[src/rtl/register_rename_unit_if.sv]
// Rename-stage bus: decoded instruction in, renamed tags out, plus retire and FU writeback.
// Macro RENAME_PERF_EN adds the stall_cycles_out counter signal.
interface register_rename_unit_if #(
   parameter int ARCH_SIZE = 5,
   parameter int PHYS_SIZE = 6,
   parameter int PHYS_REGS = 64
);
   logic                 valid_in;
   logic [ARCH_SIZE-1:0] rs1_arch_in;
   logic [ARCH_SIZE-1:0] rs2_arch_in;
   logic [ARCH_SIZE-1:0] rd_arch_in;
   logic                 rd_write_in;
   logic                 stall_in;
   logic                 retire_valid_in;
   logic [PHYS_SIZE-1:0] retire_tag_in;
   logic [2:0]           fu_flag_in;
   logic [PHYS_SIZE-1:0] fu_tag0_in;
   logic [PHYS_SIZE-1:0] fu_tag1_in;
   logic [PHYS_SIZE-1:0] fu_tag2_in;
   logic                 valid_out;
   logic [PHYS_SIZE-1:0] rs1_out;
   logic [PHYS_SIZE-1:0] rs2_out;
   logic [PHYS_SIZE-1:0] rd_out;
   logic [PHYS_SIZE-1:0] old_rd_out;
   logic                 rs1_ready_out;
   logic                 rs2_ready_out;
   logic [PHYS_REGS-1:0] preg_ready_out;
   logic                 stall_out;
   logic [PHYS_SIZE:0]   free_count_out;
`ifdef RENAME_PERF_EN
   logic [31:0]          stall_cycles_out;
`endif

   // Handshake: an instruction is taken when valid_in && !stall_in && !(needs a tag && free list empty);
   // its result appears with valid_out one cycle later and is held while stall_in is high.
   modport master (
      output valid_in, rs1_arch_in, rs2_arch_in, rd_arch_in, rd_write_in, stall_in,
      output retire_valid_in, retire_tag_in, fu_flag_in, fu_tag0_in, fu_tag1_in, fu_tag2_in,
      input  valid_out, rs1_out, rs2_out, rd_out, old_rd_out, rs1_ready_out, rs2_ready_out,
      input  preg_ready_out, stall_out, free_count_out
`ifdef RENAME_PERF_EN
      , input stall_cycles_out
`endif
   );

   modport slave (
      input  valid_in, rs1_arch_in, rs2_arch_in, rd_arch_in, rd_write_in, stall_in,
      input  retire_valid_in, retire_tag_in, fu_flag_in, fu_tag0_in, fu_tag1_in, fu_tag2_in,
      output valid_out, rs1_out, rs2_out, rd_out, old_rd_out, rs1_ready_out, rs2_ready_out,
      output preg_ready_out, stall_out, free_count_out
`ifdef RENAME_PERF_EN
      , output stall_cycles_out
`endif
   );
endinterface

[src/rtl/register_rename_unit.sv]
// Register rename: RAT + circular free list + per-tag ready bits, results registered (latency 1).
// Macro RENAME_PERF_EN adds a saturating count of cycles with valid_in while the free list is empty.
module register_rename_unit #(
   parameter int ARCH_SIZE = 5,
   parameter int ARCH_REGS = 32,
   parameter int PHYS_SIZE = 6,
   parameter int PHYS_REGS = 64
) (
   input logic                  clk,
   input logic                  rst,
   register_rename_unit_if.slave bus
);
   localparam logic [PHYS_SIZE:0] FL_FULL = (PHYS_SIZE+1)'(PHYS_REGS);

   logic [PHYS_SIZE-1:0] r_rat [ARCH_REGS];
   logic [PHYS_SIZE-1:0] r_fl  [PHYS_REGS];
   logic [PHYS_SIZE-1:0] r_head, r_tail;
   logic [PHYS_SIZE:0]   r_count;
   logic [PHYS_REGS-1:0] r_ready;
   logic                 r_valid, r_rs1_rdy, r_rs2_rdy;
   logic [PHYS_SIZE-1:0] r_rs1, r_rs2, r_rd, r_old_rd;

   logic                 w_need_alloc, w_empty, w_accept, w_pop, w_push;
   logic [PHYS_SIZE-1:0] w_rs1_tag, w_rs2_tag, w_head_tag;
   logic                 w_rs1_rdy, w_rs2_rdy;
   logic [PHYS_REGS-1:0] w_ready_nxt;
   logic [PHYS_SIZE-1:0] w_fu_tag [3];

   assign w_need_alloc = bus.rd_write_in && (bus.rd_arch_in != '0);
   assign w_empty      = (r_count == '0);
   assign w_accept     = bus.valid_in && !bus.stall_in && !(w_need_alloc && w_empty);
   assign w_pop        = w_accept && w_need_alloc;
   assign w_push       = bus.retire_valid_in && (bus.retire_tag_in != '0) && (r_count < FL_FULL);
   assign w_rs1_tag    = r_rat[bus.rs1_arch_in];
   assign w_rs2_tag    = r_rat[bus.rs2_arch_in];
   assign w_head_tag   = r_fl[r_head];
   assign w_fu_tag[0]  = bus.fu_tag0_in;
   assign w_fu_tag[1]  = bus.fu_tag1_in;
   assign w_fu_tag[2]  = bus.fu_tag2_in;

   // Source is ready if already written back, being written back this cycle, or x0's tag 0.
   always_comb begin
      w_rs1_rdy = r_ready[w_rs1_tag] || (w_rs1_tag == '0);
      w_rs2_rdy = r_ready[w_rs2_tag] || (w_rs2_tag == '0);
      for (int k = 0; k < 3; k++) begin
         if (bus.fu_flag_in[k] && (w_fu_tag[k] == w_rs1_tag)) w_rs1_rdy = 1'b1;
         if (bus.fu_flag_in[k] && (w_fu_tag[k] == w_rs2_tag)) w_rs2_rdy = 1'b1;
      end
   end

   // Allocation clear is applied after writeback sets so it wins on a same-tag collision.
   always_comb begin
      w_ready_nxt = r_ready;
      for (int k = 0; k < 3; k++) begin
         if (bus.fu_flag_in[k]) w_ready_nxt[w_fu_tag[k]] = 1'b1;
      end
      if (w_pop) w_ready_nxt[w_head_tag] = 1'b0;
   end

   always_ff @(posedge clk) begin
      if (rst) begin
         for (int i = 0; i < ARCH_REGS; i++) r_rat[i] <= PHYS_SIZE'(i);
         for (int i = 0; i < PHYS_REGS; i++) r_fl[i] <= PHYS_SIZE'(i + ARCH_REGS);
         r_head    <= '0;
         r_tail    <= PHYS_SIZE'(ARCH_REGS);
         r_count   <= (PHYS_SIZE+1)'(ARCH_REGS);
         r_ready   <= '1;
         r_valid   <= 1'b0;
         r_rs1     <= '0;
         r_rs2     <= '0;
         r_rd      <= '0;
         r_old_rd  <= '0;
         r_rs1_rdy <= 1'b0;
         r_rs2_rdy <= 1'b0;
      end else begin
         r_ready <= w_ready_nxt;
         if (w_pop) begin
            r_rat[bus.rd_arch_in] <= w_head_tag;
            r_head                <= r_head + PHYS_SIZE'(1);
         end
         if (w_push) begin
            r_fl[r_tail] <= bus.retire_tag_in;
            r_tail       <= r_tail + PHYS_SIZE'(1);
         end
         case ({w_push, w_pop})
            2'b10:   r_count <= r_count + (PHYS_SIZE+1)'(1);
            2'b01:   r_count <= r_count - (PHYS_SIZE+1)'(1);
            default: r_count <= r_count;
         endcase
         if (!bus.stall_in) begin
            r_valid <= w_accept;
            if (w_accept) begin
               r_rs1     <= w_rs1_tag;
               r_rs2     <= w_rs2_tag;
               r_rs1_rdy <= w_rs1_rdy;
               r_rs2_rdy <= w_rs2_rdy;
               r_rd      <= w_pop ? w_head_tag : '0;
               r_old_rd  <= w_pop ? r_rat[bus.rd_arch_in] : '0;
            end
         end
      end
   end

`ifdef RENAME_PERF_EN
   logic [31:0] r_stall_cycles;
   always_ff @(posedge clk) begin
      if (rst)                                             r_stall_cycles <= '0;
      else if (bus.valid_in && w_empty && (r_stall_cycles != '1)) r_stall_cycles <= r_stall_cycles + 32'd1;
   end
   assign bus.stall_cycles_out = r_stall_cycles;
`endif

   assign bus.valid_out      = r_valid;
   assign bus.rs1_out        = r_rs1;
   assign bus.rs2_out        = r_rs2;
   assign bus.rd_out         = r_rd;
   assign bus.old_rd_out     = r_old_rd;
   assign bus.rs1_ready_out  = r_rs1_rdy;
   assign bus.rs2_ready_out  = r_rs2_rdy;
   assign bus.preg_ready_out = r_ready;
   assign bus.stall_out      = w_empty;
   assign bus.free_count_out = r_count;
endmodule

[src/flat_wrapper.sv]
// flat-port wrapper written by rule: the top's interface ports become plain ports
module register_rename_unit_flat 
#(
   parameter int ARCH_SIZE = 5,
   parameter int ARCH_REGS = 32,
   parameter int PHYS_SIZE = 6,
   parameter int PHYS_REGS = 64
)
  (clk, rst, bus_valid_in, bus_rs1_arch_in, bus_rs2_arch_in, bus_rd_arch_in, bus_rd_write_in, bus_stall_in, bus_retire_valid_in, bus_retire_tag_in, bus_fu_flag_in, bus_fu_tag0_in, bus_fu_tag1_in, bus_fu_tag2_in, bus_valid_out, bus_rs1_out, bus_rs2_out, bus_rd_out, bus_old_rd_out, bus_rs1_ready_out, bus_rs2_ready_out, bus_preg_ready_out, bus_stall_out, bus_free_count_out);
  register_rename_unit_if #(.ARCH_SIZE(ARCH_SIZE), .PHYS_SIZE(PHYS_SIZE), .PHYS_REGS(PHYS_REGS)) bus_i ();
  input logic clk;
  input logic rst;
  input wire logic [$bits(bus_i.valid_in)-1:0] bus_valid_in;
  input wire logic [$bits(bus_i.rs1_arch_in)-1:0] bus_rs1_arch_in;
  input wire logic [$bits(bus_i.rs2_arch_in)-1:0] bus_rs2_arch_in;
  input wire logic [$bits(bus_i.rd_arch_in)-1:0] bus_rd_arch_in;
  input wire logic [$bits(bus_i.rd_write_in)-1:0] bus_rd_write_in;
  input wire logic [$bits(bus_i.stall_in)-1:0] bus_stall_in;
  input wire logic [$bits(bus_i.retire_valid_in)-1:0] bus_retire_valid_in;
  input wire logic [$bits(bus_i.retire_tag_in)-1:0] bus_retire_tag_in;
  input wire logic [$bits(bus_i.fu_flag_in)-1:0] bus_fu_flag_in;
  input wire logic [$bits(bus_i.fu_tag0_in)-1:0] bus_fu_tag0_in;
  input wire logic [$bits(bus_i.fu_tag1_in)-1:0] bus_fu_tag1_in;
  input wire logic [$bits(bus_i.fu_tag2_in)-1:0] bus_fu_tag2_in;
  output wire logic [$bits(bus_i.valid_out)-1:0] bus_valid_out;
  output wire logic [$bits(bus_i.rs1_out)-1:0] bus_rs1_out;
  output wire logic [$bits(bus_i.rs2_out)-1:0] bus_rs2_out;
  output wire logic [$bits(bus_i.rd_out)-1:0] bus_rd_out;
  output wire logic [$bits(bus_i.old_rd_out)-1:0] bus_old_rd_out;
  output wire logic [$bits(bus_i.rs1_ready_out)-1:0] bus_rs1_ready_out;
  output wire logic [$bits(bus_i.rs2_ready_out)-1:0] bus_rs2_ready_out;
  output wire logic [$bits(bus_i.preg_ready_out)-1:0] bus_preg_ready_out;
  output wire logic [$bits(bus_i.stall_out)-1:0] bus_stall_out;
  output wire logic [$bits(bus_i.free_count_out)-1:0] bus_free_count_out;
  assign bus_i.valid_in = bus_valid_in;
  assign bus_i.rs1_arch_in = bus_rs1_arch_in;
  assign bus_i.rs2_arch_in = bus_rs2_arch_in;
  assign bus_i.rd_arch_in = bus_rd_arch_in;
  assign bus_i.rd_write_in = bus_rd_write_in;
  assign bus_i.stall_in = bus_stall_in;
  assign bus_i.retire_valid_in = bus_retire_valid_in;
  assign bus_i.retire_tag_in = bus_retire_tag_in;
  assign bus_i.fu_flag_in = bus_fu_flag_in;
  assign bus_i.fu_tag0_in = bus_fu_tag0_in;
  assign bus_i.fu_tag1_in = bus_fu_tag1_in;
  assign bus_i.fu_tag2_in = bus_fu_tag2_in;
  assign bus_valid_out = bus_i.valid_out;
  assign bus_rs1_out = bus_i.rs1_out;
  assign bus_rs2_out = bus_i.rs2_out;
  assign bus_rd_out = bus_i.rd_out;
  assign bus_old_rd_out = bus_i.old_rd_out;
  assign bus_rs1_ready_out = bus_i.rs1_ready_out;
  assign bus_rs2_ready_out = bus_i.rs2_ready_out;
  assign bus_preg_ready_out = bus_i.preg_ready_out;
  assign bus_stall_out = bus_i.stall_out;
  assign bus_free_count_out = bus_i.free_count_out;
  register_rename_unit #(.ARCH_SIZE(ARCH_SIZE), .ARCH_REGS(ARCH_REGS), .PHYS_SIZE(PHYS_SIZE), .PHYS_REGS(PHYS_REGS)) u_core (.clk(clk), .rst(rst), .bus(bus_i));
endmodule
[config.mk]
export PLATFORM = sky130hd
export DESIGN_NAME = register_rename_unit_flat
export DESIGN_NICKNAME = d
export VERILOG_FILES = /design/src/rtl/register_rename_unit_if.sv /design/src/rtl/register_rename_unit.sv /design/src/flat_wrapper.sv
export SDC_FILE = /design/constraint.sdc
export NUM_CORES = 1
export LEC_CHECK = 0
export ABC_CLOCK_PERIOD_IN_PS = 4000
export CAP_MARGIN = 20
export CORE_ASPECT_RATIO = 0.9
export CORE_MARGIN = 1
export CORE_UTILIZATION = 45
export DETAILED_ROUTE_END_ITERATION = 6
export GPL_TIMING_DRIVEN = 0
export SLEW_MARGIN = 20
export SYNTH_ARGS = -nofsm -noshare
export SYNTH_HDL_FRONTEND = slang
export SYNTH_SLANG_ARGS = --single-unit
[constraint.sdc]
create_clock -name clk -period 4 [get_ports clk]
set_input_delay 0.6 -clock clk [delete_from_list [all_inputs] [get_ports clk]]
set_output_delay 0.6 -clock clk [all_outputs]
set_load 0.05 [all_outputs]
==> Word-level counts from Yosys, hierarchy flattened <==
Memories as Yosys holds them, arrays and structs flattened. A register that Yosys moved wholly into a read port is not among the register bits.
Cells that the tools add are included.
W data, S select, Z words.
{ "op_classes": {"order_cmp": 11, "eq_ne": 8, "n_mux": 41, "reduce_logical": 30, "n_bitwise": 6, "n_addsub": 4} }
{ "op_table": {"columns": ["operator", "count"], "rows": [
  ["$mux W64", 4],
  ["$or A64 B64 Y64", 3],
  ["$and A64 B64 Y64", 1],
  ["$not A64 Y64", 1],
  ["$lt A6 B7 Y1 const B", 6],
  ["$mux W6", 7],
  ["$eq A6 B6 Y1", 6],
  ["$demux W1 S6", 4],
  ["$ge A6 B1 Y1 const B", 4],
  ["$mux W1", 22],
  ["$logic_and A1 B1 Y1", 17],
  ["$pmux W7 S2", 1],
  ["$add A6 B1 Y6 const B", 2],
  ["$bmux W1 S6", 2],
  ["$logic_not A6 Y1", 2],
  ["$reduce_or A6 Y1", 2],
  ["$add A7 B1 Y7 const B", 1],
  ["$logic_not A7 Y1", 1],
  ["$lt A7 B7 Y1 const B", 1],
  ["$sub A7 B1 Y7 const B", 1],
  ["$reduce_bool A6 Y1", 1],
  ["$mux W5", 1],
  ["$reduce_bool A5 Y1", 1],
  ["$eq A2 B1 Y1 const B", 1],
  ["other kinds (6)", 8]
]} }
{ "totals": {"in_bits": 48, "elab_cells": 113, "ram_bits": 576, "memories": 2, "register_bits": 110} }
{ "memory_table": {"columns": ["memory", "words", "word_bits", "read_ports", "rd_ports_with_merged_regs", "wr", "line_no", "rtl"], "rows": [
  ["u_core.r_fl", 64, 6, 1, 1, 64, "register_rename_unit.sv:16", "logic [PHYS_SIZE-1:0] r_fl [PHYS_REGS];"],
  ["u_core.r_rat", 32, 6, 3, 0, 32, "register_rename_unit.sv:15", "logic [PHYS_SIZE-1:0] r_rat [ARCH_REGS];"]
]} }

==> Longest topological paths before layout <==
{ "depth": {"ltp_word": 12, "depth_mapped": 17, "mapped_depth_nobuf": 16} }

==> Worst setup path after synthesis <==
OpenSTA, ideal clock, no wires.
{ "synth_timing": {"path_type": "flip-flop to flip-flop", "startpoint": "register u_core.r_count[2], in the netlist u_core.bus.free_count_out[2]", "endpoint": "register u_core.r_count[6], in the netlist u_core.bus.free_count_out[6]", "t_arrival_ps": 4929, "path_stages_with_launch": 16, "slack_ps": -999, "t_required_ps": 3930, "setup_ps": 70, "period_less_slack_ps": 4999, "path_cell_list": "dfxtp_1 -> or4_1 -> nor4_1 -> nand2_1 -> nand3b_1 -> nor2_1 -> ha_1 -> ha_1 -> nor2b_1 -> o21ai_0 -> nand2b_1 -> a21o_1 -> a21oi_1 -> xnor2_1 -> or3_1 -> a21oi_1"} }
{ "synth_between": {"elab_chain_len": 7, "word_cells_on_any_way": 13, "classes_between": "add/sub: 2; order compare: 1; eq/ne: 2; mux: 1; reduce/logical: 7"} }
{ "synth_rtl": {"columns": ["element", "line_no", "rtl"], "rows": [
  ["start: declaration", "register_rename_unit.sv:18", "logic [PHYS_SIZE:0] r_count;"],
  ["start signal: assignment", "register_rename_unit.sv:66", "r_count <= (PHYS_SIZE+1)'(ARCH_REGS);"],
  ["start signal: assignment", "register_rename_unit.sv:86", "2'b10: r_count <= r_count + (PHYS_SIZE+1)'(1);"],
  ["start signal: assignment", "register_rename_unit.sv:87", "2'b01: r_count <= r_count - (PHYS_SIZE+1)'(1);"],
  ["$logic_not A7 Y1 (*)", "register_rename_unit.sv:30", "assign w_empty = (r_count == '0);"],
  ["net bus_stall_out", "flat_wrapper.sv:33", "output wire logic [$bits(bus_i.stall_out)-1:0] bus_stall_out;"],
  ["$logic_and A1 B1 Y1 (*)", "register_rename_unit.sv:31", "assign w_accept = bus.valid_in && !bus.stall_in && !(w_need_alloc && w_empty);"],
  ["$logic_not A1 Y1 (*)", "register_rename_unit.sv:31", null],
  ["$logic_and A1 B1 Y1 (*)", "register_rename_unit.sv:31", null],
  ["$logic_and A1 B1 Y1 (*)", "register_rename_unit.sv:32", "assign w_pop = w_accept && w_need_alloc;"],
  ["$eq A2 B1 Y1 / $eq A2 B2 Y1 (equally long branches)", "register_rename_unit.sv:85", "case ({w_push, w_pop})"],
  ["$pmux W7 S2 / $reduce_bool A2 Y1 (equally long branches)", null, null]
]} }
The timed path passes the listed nets; every way through them passes the cells marked *.
A chain may end at the register's enable or synchronous reset.

==> Worst setup path in the final report <==
{ "layout_timing": {"startpoint": "input bus_rd_arch_in[1]", "endpoint": "register u_core.r_old_rd[2], in the netlist u_core.bus.old_rd_out[2]"} }
{ "layout_between": {"elab_chain_len": 7, "word_cells_on_any_way": 9, "classes_between": "mux: 1; reduce/logical: 7; memory: 1"} }
{ "layout_rtl": {"columns": ["element", "line_no", "rtl"], "rows": [
  ["start: declaration", "flat_wrapper.sv:16", "input wire logic [$bits(bus_i.rd_arch_in)-1:0] bus_rd_arch_in;"],
  ["parallel branches: the longest is 7 deep, another holds $mem_v2 Z32 W6", null, null],
  ["end signal: assignment", "register_rename_unit.sv:98", "r_old_rd <= w_pop ? r_rat[bus.rd_arch_in] : '0;"],
  ["end: declaration", "register_rename_unit.sv:21", "logic [PHYS_SIZE-1:0] r_rs1, r_rs2, r_rd, r_old_rd;"]
]} }
Several ways; the timed one is not identified.

==> summary.txt <==
Timing
  – Achievable Freq: 247.3 MHz
  – Crit share post-route: 101.1%
  – RSZ-0062 raised after global routing: false
  – Final Hold Fails: 0
  – Sum of negative setup slack: -58.64 ps
  – Fin Clk Skew: 22.28 ps
  – Final WS setup: -43.22 ps
  – Measured slew at the worst slew-check pin: 1160 ps
  – Slew Limit Headroom: 22.66%
  – Final Slew Violations: 0
  – Tmin final: 4043 ps
  – Final-report setup violation count: 2

Route
  – Drt first pass iters: 6
  – DR vias/cell: 6.724
  – Residual DRC: 0
  – Routed via count: 29020
  – Routed Antenna Nets: 0
  – DR iter-0 viols: 4626
  – Post-DR wirelength/cell: 34.00 µm
  – Routed WL: 146700 µm

Pwr
  – Share of power burned in combinational logic: 12.7%
  – Power per cell area: 418.5 mW/mm²
  – Net Sw Power: 0.004806 W
  – VDD IR max: 0.0003453 V
  – Cell-internal power: 0.01306 W
  – Switch share: 26.90%
  – Sequential Power Share: 45.4%
  – Clock power frac: 41.9%
  – Leakage power: 13.35 nW
  – Total chip power: 0.01787 W

CTS
  – Hold Buf Count CTS: 0
  – Clk slew on worst S/H paths: 60 ps
  – CTS buffer count: 77
  – CTS H-tree depth: 3
  – Clk Latency, worst-skew pair: 660 ps
  – CTS Buffer Depth: 3
  – CTS tree: done
  – CTS Root Cell: clkbuf_16
  – Clock sinks: 692

Critical path
  – CP Capture Type: flop
  – Critical path launch point: bus_rd_arch_in[1]
  – Kind of critical path: primary input to flop
  – R2R depth: 9
  – CP Launch Type: primary input
  – CP required: 4600 ps
  – Crit path to: u_core.bus.old_rd_out[2]
  – RR Endpoint: u_core.r_rat[30][5]
  – R2R setup slack: 30 ps
  – Crit path DAT: 4640 ps
  – Worst-path maximum fanout: 10

Yosys
  – Synth Instances: 2947
  – Area leader, netlist: edfxtp_1
  – Share of the synthesized area in the top cell type: 47.06%
  – Yosys warnings: 0
  – FF+latch count, synth: 692
  – Ys flop type: edfxtp_1
  – Synthesized cell area: 0.03675 mm²
  – Synth top area cells: edfxtp_1 (47%), mux4_2 (15%), dfxtp_1 (6.3%)
  – Sequential area share after synthesis: 53.38%
  – Distinct cells, synth: 71
  – Mean post-synth cell area: 12.47 µm²
  – Post-synth EDFFs: 576
  – Post-synthesis async set-or-reset flop share: 0%

Global routing
  – GRT Util Overall: 35.36%
  – Pin count of the biggest net entering global routing: 20
  – First-pass GRT wire length: 205300 µm
  – Initial antenna violation count: 6
  – Overflow after GRT: 0
  – Vias in the first global route: 27750

Placement
  – Placement Setup Slack: -1696 ps
  – I/O Buffers: 126
  – DP HPWL: 105700 µm
  – Final weighted congestion in routability-driven placement: 1.022

Layout
  – Commonest non-fill, non-tap cell in the layout: edfxtp_1
  – Area grow syn2layout: 16.16%
  – Nets: 3244
  – Share of layout cells above drive strength 1: 19.93%
  – Fill count: 7100
  – Commonest non-fill, non-tap cells in the layout: edfxtp_1 (576), nor2_1 (309), mux4_2 (252)

Floorplan
  – Effective utilization at floorplan: 45.37%
  – Number of placed I/O pins: 147
  – Die width: 303.3 µm
  – Die area: 0.08283 mm²
  – Die height: 273.1 µm
  – Core area: 0.08101 mm²
  – Site row count: 99

Status
  – Failing checks: negative setup slack
  – Run status: finished, violations left

Worst hold path
  – Hold WC Path Type: flop to flop

Run
  – Max Cap Viol: 0
-- cells by family (layout without fill, tap and decap cells) --
| logic type | after synthesis | count (layout) | synth area share [%] |
|---|---|---|---|
| flops | 692 | 692 | 53.38 |
| other cells | 1 | 10 | 0.01020 |
| simple gates | 1238 | 1238 | 17.06 |
| xor+xnor | 43 | 43 | 1.025 |
| mux | 407 | 407 | 20.12 |
| compound gates | 274 | 274 | 4.695 |
| buf+inv | 283 | 582 | 3.384 |
| fa+ha+maj | 9 | 9 | 0.3268 |
-- worst max-delay path: stages --
cell and delay [ps]:
clkdlybuf4s50_1 550, clkbuf_1 660, buf_2 480, buf_1 670, mux4_2 370, o22ai_1 120
nor4_1 920, a22o_1 260
-- synth_stat cells (15+ instances only) --
library cell	instances
clkbuf_1	183
or3_1	124
nand2_1	239
edfxtp_1	576
a22oi_1	15
o22ai_1	84
nor4_1	82
nor2b_1	32
mux4_2	252
mux2i_1	130
o21ai_0	15
nand3_1	41
nand2b_1	39
nand3b_1	16
nand4_1	23
and2_1	110
or2_2	73
dfxtp_1	116
buf_1	23
a211oi_1	16
buf_2	40
xor2_1	16
a21oi_1	91
nor3_1	104
nor2_1	314
xnor2_1	27
-- registers in the layout, indices dropped and copies added (netlist names), named ones only --
name                       flops
u_core.bus.rs2_out             6
u_core.bus.rs1_ready_out       1
u_core.bus.free_count_out      7
u_core.bus.valid_out           1
u_core.r_rat                 192
u_core.r_tail                  6
u_core.bus.preg_ready_out     64
u_core.r_fl                  384
u_core.r_head                  6
u_core.bus.rs1_out             6
u_core.bus.old_rd_out          6
u_core.bus.rd_out              6
u_core.bus.rs2_ready_out       1
-- worst min path at each step --
stage / from / endpoint / slack, ps / depth (start not counted)
final: u_core.bus.rd_out[1] / u_core.bus.rd_out[1] / 450 / 2
after global routing: u_core.bus.rd_out[1] / u_core.bus.rd_out[1] / 470 / 2
after CTS: u_core.bus.rd_out[1] / u_core.bus.rd_out[1] / 450 / 2
after detailed placement: u_core.bus.rd_out[1] / u_core.bus.rd_out[1] / 440 / 2
after global placement: u_core.bus.rd_out[3] / u_core.bus.rd_out[3] / 440 / 2
after floorplan: u_core.r_head[5] / flop / 460 / 2
-- layout make-up --
class	instances	area, µm²	share of cell area, %
antenna	4	10.01	0.02344
buffer	266	1311	3.071
clock buffer	97	2033	4.762
clock inverter	46	550.5	1.289
inverter	14	56.30	0.1319
multi-input combinational	1977	16130	37.79
sequential	692	19620	45.96
tap	1060	1326	3.106
timing repair buffer	159	1650	3.865
-- power groups by stage --
stage	Clock, W	Combinational (W)	Sequential [W]
2_1_floorplan	0	0.00122	0.00829
3_3_place_gp	0	0.00210	0.00825
3_5_place_dp	0	0.00212	0.00826
4_1_cts	0.00747	0.00220	0.00811
5_1_grt	0.00775	0.00232	0.00813
6_report	0.00748	0.00227	0.00812
-- metrics by stage --
stage / utilization (%) / instance area [µm²] / hold WS (ps) / std cells
final: 52.70 / 42690 / 448.4 / 4315
after floorplan: - / 36790 / 459.1 / 2952
after global routing: 52.69 / 42680 / 474.4 / 4311
after global placement: 48.61 / 39380 / 436.8 / 4138
after CTS: 52.51 / 42540 / 448.9 / 4306
after detailed placement: 48.63 / 39400 / 439.6 / 4138
-- per-layer routing --
layer / global-route usage, % / part of all wire, % / vias up
li1: - / - / 11750
met1: 47.94 / 38 / 14520
met2: 54.19 / 45 / 2317
met3: 8.300 / 12 / 424
met4: 15.63 / 5.3 / 0
met5: 0 / 0 / -
-- repair_timing --
item / CTS / global route
buffers inserted: 28 / 5
endpoints found under the setup margin: 538 / 176
pin swaps: 10 / 3
resized for setup: 85 / 43
Power figures use the tool's default switching activity.
